### src/rtl/pc_pkg.sv
// Shared types and constants for the program-counter unit.
package pc_pkg;

    typedef enum logic [1:0] {
        BOOT = 2'd0,
        RUN  = 2'd1,
        HALT = 2'd2,
        TRAP = 2'd3
    } pc_state_e;

    typedef enum logic [2:0] {
        SEL_HOLD = 3'd0,
        SEL_SEQ  = 3'd1,
        SEL_BR   = 3'd2,
        SEL_JMP  = 3'd3,
        SEL_TRAP = 3'd4
    } pc_sel_e;

    // Low PC bits that must be zero for a fetchable address.
    localparam logic [1:0] PC_ALIGN_MASK = 2'b11;

endpackage

### src/rtl/pc_next_sel.sv
// Next-PC priority encoder and mux: halt > trap > stall > jump > branch > sequential.
module pc_next_sel
    import pc_pkg::*;
#(
    parameter int unsigned     XLEN     = 32,
    parameter bit              TRAP_EN  = 1'b0,
    parameter logic [XLEN-1:0] TRAP_VEC = XLEN'(32'h0000_0100)
) (
    input  logic [XLEN-1:0] pc,
    input  logic [XLEN-1:0] pc_inc,
    input  logic            halt,
    input  logic            stall,
    input  logic            br_taken,
    input  logic [XLEN-1:0] br_target,
    input  logic            jmp,
    input  logic [XLEN-1:0] jmp_target,
    output pc_sel_e         sel_c,
    output logic [XLEN-1:0] next_pc_c
);

    logic [XLEN-1:0] br_aligned;
    logic [XLEN-1:0] jmp_aligned;
    logic            misaligned;

    // Masking both low bits also clears jump bit0.
    assign br_aligned  = {br_target[XLEN-1:2], br_target[1:0] & ~PC_ALIGN_MASK};
    assign jmp_aligned = {jmp_target[XLEN-1:2], jmp_target[1:0] & ~PC_ALIGN_MASK};

    // Only the redirect that would actually win can fault.
    assign misaligned = TRAP_EN && (jmp ? jmp_target[1] : (br_taken && br_target[1]));

    always_comb begin
        sel_c     = SEL_SEQ;
        next_pc_c = pc_inc;
        if (halt) begin
            sel_c     = SEL_HOLD;
            next_pc_c = pc;
        end else if (misaligned) begin
            sel_c     = SEL_TRAP;
            next_pc_c = TRAP_VEC;
        end else if (stall) begin
            sel_c     = SEL_HOLD;
            next_pc_c = pc;
        end else if (jmp) begin
            sel_c     = SEL_JMP;
            next_pc_c = jmp_aligned;
        end else if (br_taken) begin
            sel_c     = SEL_BR;
            next_pc_c = br_aligned;
        end
    end

endmodule

### src/rtl/pc_gen.sv
// Program-counter unit: control FSM and PC register for the single-cycle core.
// Optional misaligned-target trapping is enabled by defining PC_TRAP_EN.
module pc_gen
    import pc_pkg::*;
#(
    parameter int unsigned     XLEN      = 32,
    parameter logic [XLEN-1:0] RESET_VEC = XLEN'(32'h0000_0000),
    parameter int unsigned     INC       = 4,
    parameter logic [XLEN-1:0] TRAP_VEC  = XLEN'(32'h0000_0100)
) (
    input  logic            clk,
    input  logic            reset_n,
    input  logic            stall_i,
    input  logic            br_taken_i,
    input  logic [XLEN-1:0] br_target_i,
    input  logic            jmp_i,
    input  logic [XLEN-1:0] jmp_target_i,
    input  logic            halt_i,
    input  logic            resume_i,
    output logic [XLEN-1:0] pc_o,
    output logic [XLEN-1:0] pc_inc_o,
    output logic            valid_o
`ifdef PC_TRAP_EN
    ,
    output logic [XLEN-1:0] epc_o,
    output logic            trap_o
`endif
);

`ifdef PC_TRAP_EN
    localparam bit TRAP_EN = 1'b1;
`else
    localparam bit TRAP_EN = 1'b0;
`endif

    pc_state_e       state_q;
    pc_state_e       state_d;
    pc_sel_e         sel;
    logic [XLEN-1:0] pc_q;
    logic [XLEN-1:0] pc_d;
    logic [XLEN-1:0] pc_inc;
    logic [XLEN-1:0] sel_pc;
    logic            valid_q;
    logic            valid_d;

    // Wraps modulo 2^XLEN by construction.
    assign pc_inc = pc_q + XLEN'(INC);

    pc_next_sel #(
        .XLEN     (XLEN),
        .TRAP_EN  (TRAP_EN),
        .TRAP_VEC (TRAP_VEC)
    ) u_next_sel (
        .pc         (pc_q),
        .pc_inc     (pc_inc),
        .halt       (halt_i),
        .stall      (stall_i),
        .br_taken   (br_taken_i),
        .br_target  (br_target_i),
        .jmp        (jmp_i),
        .jmp_target (jmp_target_i),
        .sel_c      (sel),
        .next_pc_c  (sel_pc)
    );

    always_ff @(posedge clk or negedge reset_n) begin
        if (!reset_n) begin
            state_q <= BOOT;
        end else begin
            state_q <= state_d;
        end
    end

    always_comb begin
        state_d = state_q;
        case (state_q)
            BOOT: state_d = RUN;
            RUN: begin
                if (halt_i) begin
                    state_d = HALT;
                end else if (sel == SEL_TRAP) begin
                    state_d = TRAP;
                end
            end
            HALT: begin
                if (resume_i && !halt_i) begin
                    state_d = RUN;
                end
            end
            TRAP:    state_d = halt_i ? HALT : RUN;
            default: state_d = BOOT;
        endcase
    end

    // The trap cycle fetches TRAP_VEC, so the handler continues sequentially afterwards.
    always_comb begin
        pc_d    = pc_q;
        valid_d = (state_d == RUN) || (state_d == TRAP);
        case (state_q)
            RUN: pc_d = sel_pc;
            TRAP: begin
                if (!halt_i && !stall_i) begin
                    pc_d = pc_inc;
                end
            end
            default: pc_d = pc_q;
        endcase
    end

    always_ff @(posedge clk or negedge reset_n) begin
        if (!reset_n) begin
            pc_q    <= RESET_VEC;
            valid_q <= 1'b0;
        end else begin
            pc_q    <= pc_d;
            valid_q <= valid_d;
        end
    end

    assign pc_o     = pc_q;
    assign pc_inc_o = pc_inc;
    assign valid_o  = valid_q;

`ifdef PC_TRAP_EN
    logic [XLEN-1:0] epc_q;
    logic            trap_q;

    // Capture the raw (unaligned) target that caused the trap.
    always_ff @(posedge clk or negedge reset_n) begin
        if (!reset_n) begin
            epc_q  <= '0;
            trap_q <= 1'b0;
        end else begin
            trap_q <= (state_d == TRAP);
            if (state_q == RUN && state_d == TRAP) begin
                epc_q <= jmp_i ? jmp_target_i : br_target_i;
            end
        end
    end

    assign epc_o  = epc_q;
    assign trap_o = trap_q;
`endif

endmodule
### config.mk
export PLATFORM = sky130hd
export DESIGN_NAME = pc_gen
export DESIGN_NICKNAME = d
export VERILOG_FILES = /design/src/rtl/pc_pkg.sv /design/src/rtl/pc_next_sel.sv /design/src/rtl/pc_gen.sv
export SDC_FILE = /design/constraint.sdc
export NUM_CORES = 1
export LEC_CHECK = 0
export ABC_AREA = 1
export CAP_MARGIN = 20
export CORE_MARGIN = 1
export CORE_UTILIZATION = 33
export CTS_CLUSTER_DIAMETER = 40
export DETAILED_ROUTE_END_ITERATION = 12
export PLACE_DENSITY = 0.7
export RECOVER_POWER = 50
export SKIP_CTS_REPAIR_TIMING = 1
export SYNTH_ARGS = -nofsm -noshare
export SYNTH_HDL_FRONTEND = slang
export SYNTH_SLANG_ARGS = --single-unit
### constraint.sdc
create_clock -name clk -period 5.4 [get_ports clk]
set_clock_uncertainty 0.2 [all_clocks]
set_input_delay 1.08 -clock clk [delete_from_list [all_inputs] [get_ports clk]]
set_output_delay 1.08 -clock clk [all_outputs]
set_load 0.02 [all_outputs]
==> flow_metrics.env <==
export IMPL_worst_setup_path_end_kind="flop"
export IMPL_synth_seq_cells=33
export IMPL_groute_usage_overall_pct=22.3
export IMPL_insertion_delay_ns=0.29
export IMPL_antenna_cells_inserted=0
export IMPL_cts_tree="yes"
export IMPL_dr_total_vias=3764
export IMPL_synth_area_top_cells="sky130_fd_sc_hd__dfrtp_1, sky130_fd_sc_hd__nand2_1, sky130_fd_sc_hd__inv_1"
export IMPL_synth_yosys_seq_area_share_pct=26.3
export IMPL_drc=0
export IMPL_asyncSetResetFlopFracSynth_pct=100
export IMPL_pin_count_of_the_biggest_net_entering_global_routing=41
export IMPL_synth_largest_area_cell="sky130_fd_sc_hd__dfrtp_1"
export IMPL_cts_htree_levels=2
export IMPL_worst_path_max_delay_cell="sky130_fd_sc_hd__inv_1"
export IMPL_timing_max_cap_violations=1
export IMPL_cp_max_fo=36
export IMPL_timing_final_setup_violations=0
export IMPL_final_period_utilization_pct=79.9
export IMPL_timing_critical_path_required_ns=5.41
export IMPL_synth_cell_types=34
export IMPL_die_w_um=99.6
export IMPL_synth_enable_flop_cells=0
export IMPL_worstPathBufferInverterCount=4
export IMPL_synth_common_cells="sky130_fd_sc_hd__nand2_1, sky130_fd_sc_hd__inv_1, sky130_fd_sc_hd__nand3_1"
export IMPL_cts_reportedPaths_clkPinSlew_ns=0.08
export IMPL_leakage_nw=2.14
export IMPL_dieArea_um2=9920
export IMPL_filler_cell_count=947
export IMPL_placement_rows=35
export IMPL_grt_overflow_total=0
export IMPL_syn_mean_instance_area_um2=5.89
export IMPL_power_density_nw_per_um2=414
export IMPL_avgRoutedWirePerCell_um=13.7
export IMPL_nets=724
export IMPL_most_frequently_used_flop_master_after_synthesis="sky130_fd_sc_hd__dfrtp_1"
export IMPL_tmin_final_ns=4.32
export IMPL_area_delta_synth_final_pct=45.1
export IMPL_hold_worst_slack_ns=0.344
export IMPL_initial_utilization_pct=34.0
export IMPL_timing_max_transition_violations_final=34
export IMPL_postSynthCellCount=534
export IMPL_drt_initial_drc_count=157
export IMPL_drt_pass1_iter_count=4
export IMPL_leading_cell_type_by_number_of_instances_after_synthesis="sky130_fd_sc_hd__nand2_1"
export IMPL_cpLargestDelayFamily="buffers and inverters"
export IMPL_outcome="complete, but fails checks"
export IMPL_critPathKind="input port to flop"
export IMPL_cts_root_buffer="sky130_fd_sc_hd__clkbuf_8"
export IMPL_numCtsBuffers=5
export IMPL_first_pass_grt_wire_length_um=17700
export IMPL_place_hpwl_um=8010
export IMPL_max_freq_mhz=232
export IMPL_power_ir_vdd_worst_uv=240
export IMPL_hold_path_class="flop to flop"
export IMPL_place_gp_congestion=0.885
export IMPL_io_pins=136
export IMPL_hold_viol=0
export IMPL_io_buffer_count=127
export IMPL_worstMarginPinSlew_ns=1.96
export IMPL_vias_per_cell=4.81
export IMPL_antenna_found_initial=0
export IMPL_setup_tns_ns=0
export IMPL_grt_pass1_vias=3673
export IMPL_share_of_cells_above_drive_strength_1_pct=6.74
export IMPL_violations="capacitance limit, slew limit"
export IMPL_worst_path_largest_cell_delay_ns=0.91
export IMPL_antenna_violating_nets_post_route=0
export IMPL_synthDominantCellAreaShare_pct=26.3
export IMPL_die_y_um=99.6
export IMPL_max_slew_margin_pct=-30.5
export IMPL_crit_arrival_ns=4.32
export IMPL_design_core_area_um2=9240
export IMPL_synthesis_area_um2=3140
export IMPL_cts_sinks=33
export IMPL_aggregate_routed_wire_length_um=10800
export IMPL_rsz0062_at_grt="false"
export IMPL_crit_path_cell_trace="dlygate4sd3_1 > inv_1 > nand2_1 > nor2_2 > clkbuf_1 > inv_1 > a31oi_1 > o21ai_1 > o21ai_1"
export IMPL_start_kind="input port"
export IMPL_cts_max_path_buffers=2
export IMPL_ys_warn_count=0
==> per-stage QoR <==
step	std cells	area [µm²]	util [%]	total power, mW	worst slack (ns)
detailed placement	774	4490	48.6	1.73	1.39
global placement	774	4490	48.6	1.72	1.43
CTS	782	4570	49.5	1.93	1.65
floorplan	537	3160	-	1.15	2.62
finish	782	4560	49.4	1.89	1.08
global route	782	4560	49.4	2.02	0.923
==> worst register-to-register path, delay by kind of cell, from the launching register on <==
| family | cells | cell delay [ns] |
|---|---|---|
| AO/OA/AOI/OAI | 3 | 0.71 |
| AND/OR/NAND/NOR | 2 | 0.16 |
| buffers and inverters | 2 | 1.78 |
| flip-flops | 1 | 0.39 |
==> registers in the layout, indices dropped and copies added (netlist names) <==
name	flops
valid_o	1
state_q	2
pc_o	30
==> power breakdown <==
| group | leakage [nW] | total, mW | switching [mW] | internal (mW) |
|---|---|---|---|---|
| logic | 1.69 | 1.20 | 0.689 | 0.508 |
| registers | 0.404 | 0.501 | 0.157 | 0.344 |
| clock network | 0.0395 | 0.191 | 0.0989 | 0.0918 |
==> per-layer routing <==
| metal | up-vias | global-route usage, % | share of wire [%] |
|---|---|---|---|
| met3 | 12 | 3.30 | 5.8 |
| met5 | - | 0 | 0 |
| li1 | 1925 | - | - |
| met2 | 126 | 41.0 | 49 |
| met4 | 0 | 3.28 | 0.73 |
| met1 | 1701 | 28.1 | 45 |
==> cell families after synthesis <==
| group | after synthesis | synth area share, % |
|---|---|---|
| XOR/XNOR | 8 | 2.23 |
| AO/OA/AOI/OAI | 76 | 14.0 |
| other | 1 | 0.119 |
| flip-flops | 33 | 26.3 |
| AND/OR/NAND/NOR | 322 | 44.6 |
| adder cells (fa/ha/maj) | 1 | 0.398 |
| buffers and inverters | 93 | 12.4 |
==> layout by cell type (no fill, tap or decap), types with 2 or more instances in the layout <==
master,instances
sky130_fd_sc_hd__nand2_1,199
sky130_fd_sc_hd__clkdlybuf4s50_1,103
sky130_fd_sc_hd__inv_1,67
sky130_fd_sc_hd__nand3_1,44
sky130_fd_sc_hd__nor2_1,39
sky130_fd_sc_hd__o21ai_0,38
sky130_fd_sc_hd__dfrtp_1,33
sky130_fd_sc_hd__dlygate4sd3_1,24
sky130_fd_sc_hd__a31oi_1,19
sky130_fd_sc_hd__nor2_2,10
sky130_fd_sc_hd__nand2_2,8
sky130_fd_sc_hd__xor2_1,7
sky130_fd_sc_hd__nand4_1,6
sky130_fd_sc_hd__nor2_4,6
sky130_fd_sc_hd__o21ai_1,6
sky130_fd_sc_hd__o21ai_2,5
sky130_fd_sc_hd__clkbuf_8,5
sky130_fd_sc_hd__clkbuf_1,5
sky130_fd_sc_hd__nor3_1,4
sky130_fd_sc_hd__conb_1,4
sky130_fd_sc_hd__a21oi_1,3
sky130_fd_sc_hd__nor3_2,2
sky130_fd_sc_hd__inv_2,2
sky130_fd_sc_hd__o221ai_1,2
sky130_fd_sc_hd__or2_2,2
sky130_fd_sc_hd__buf_4,2
==> path summary, 6_finish.rpt <==
kind | start | to | slack, ns | depth (start not counted)
hold / removal | pc_o[31] | pc_o[31] | 0.34 | 2
min in group asynchronous | reset_n | pc_o[31] | 1.67 | 2
max in group asynchronous | reset_n | pc_o[16] | 2.20 | 2
hold reg to reg | pc_o[31] | pc_o[31] | 0.34 | 2
setup / recovery | halt_i | pc_o[19] | 1.08 | 9
setup reg to reg | state_q[0] | pc_o[19] | 2.07 | 7
==> final cells by class <==
| class | count | area, µm² | share of cell area (%) |
|---|---|---|---|
| inverters | 70 | 263 | 5.76 |
| well taps | 129 | 161 | 3.54 |
| multi-input cells | 411 | 1940 | 42.5 |
| repair buffers | 131 | 1290 | 28.4 |
| flip-flops and latches | 33 | 826 | 18.1 |
| clock buffers | 8 | 80.1 | 1.75 |
No activity file was read; power rests on OpenSTA's default activity.
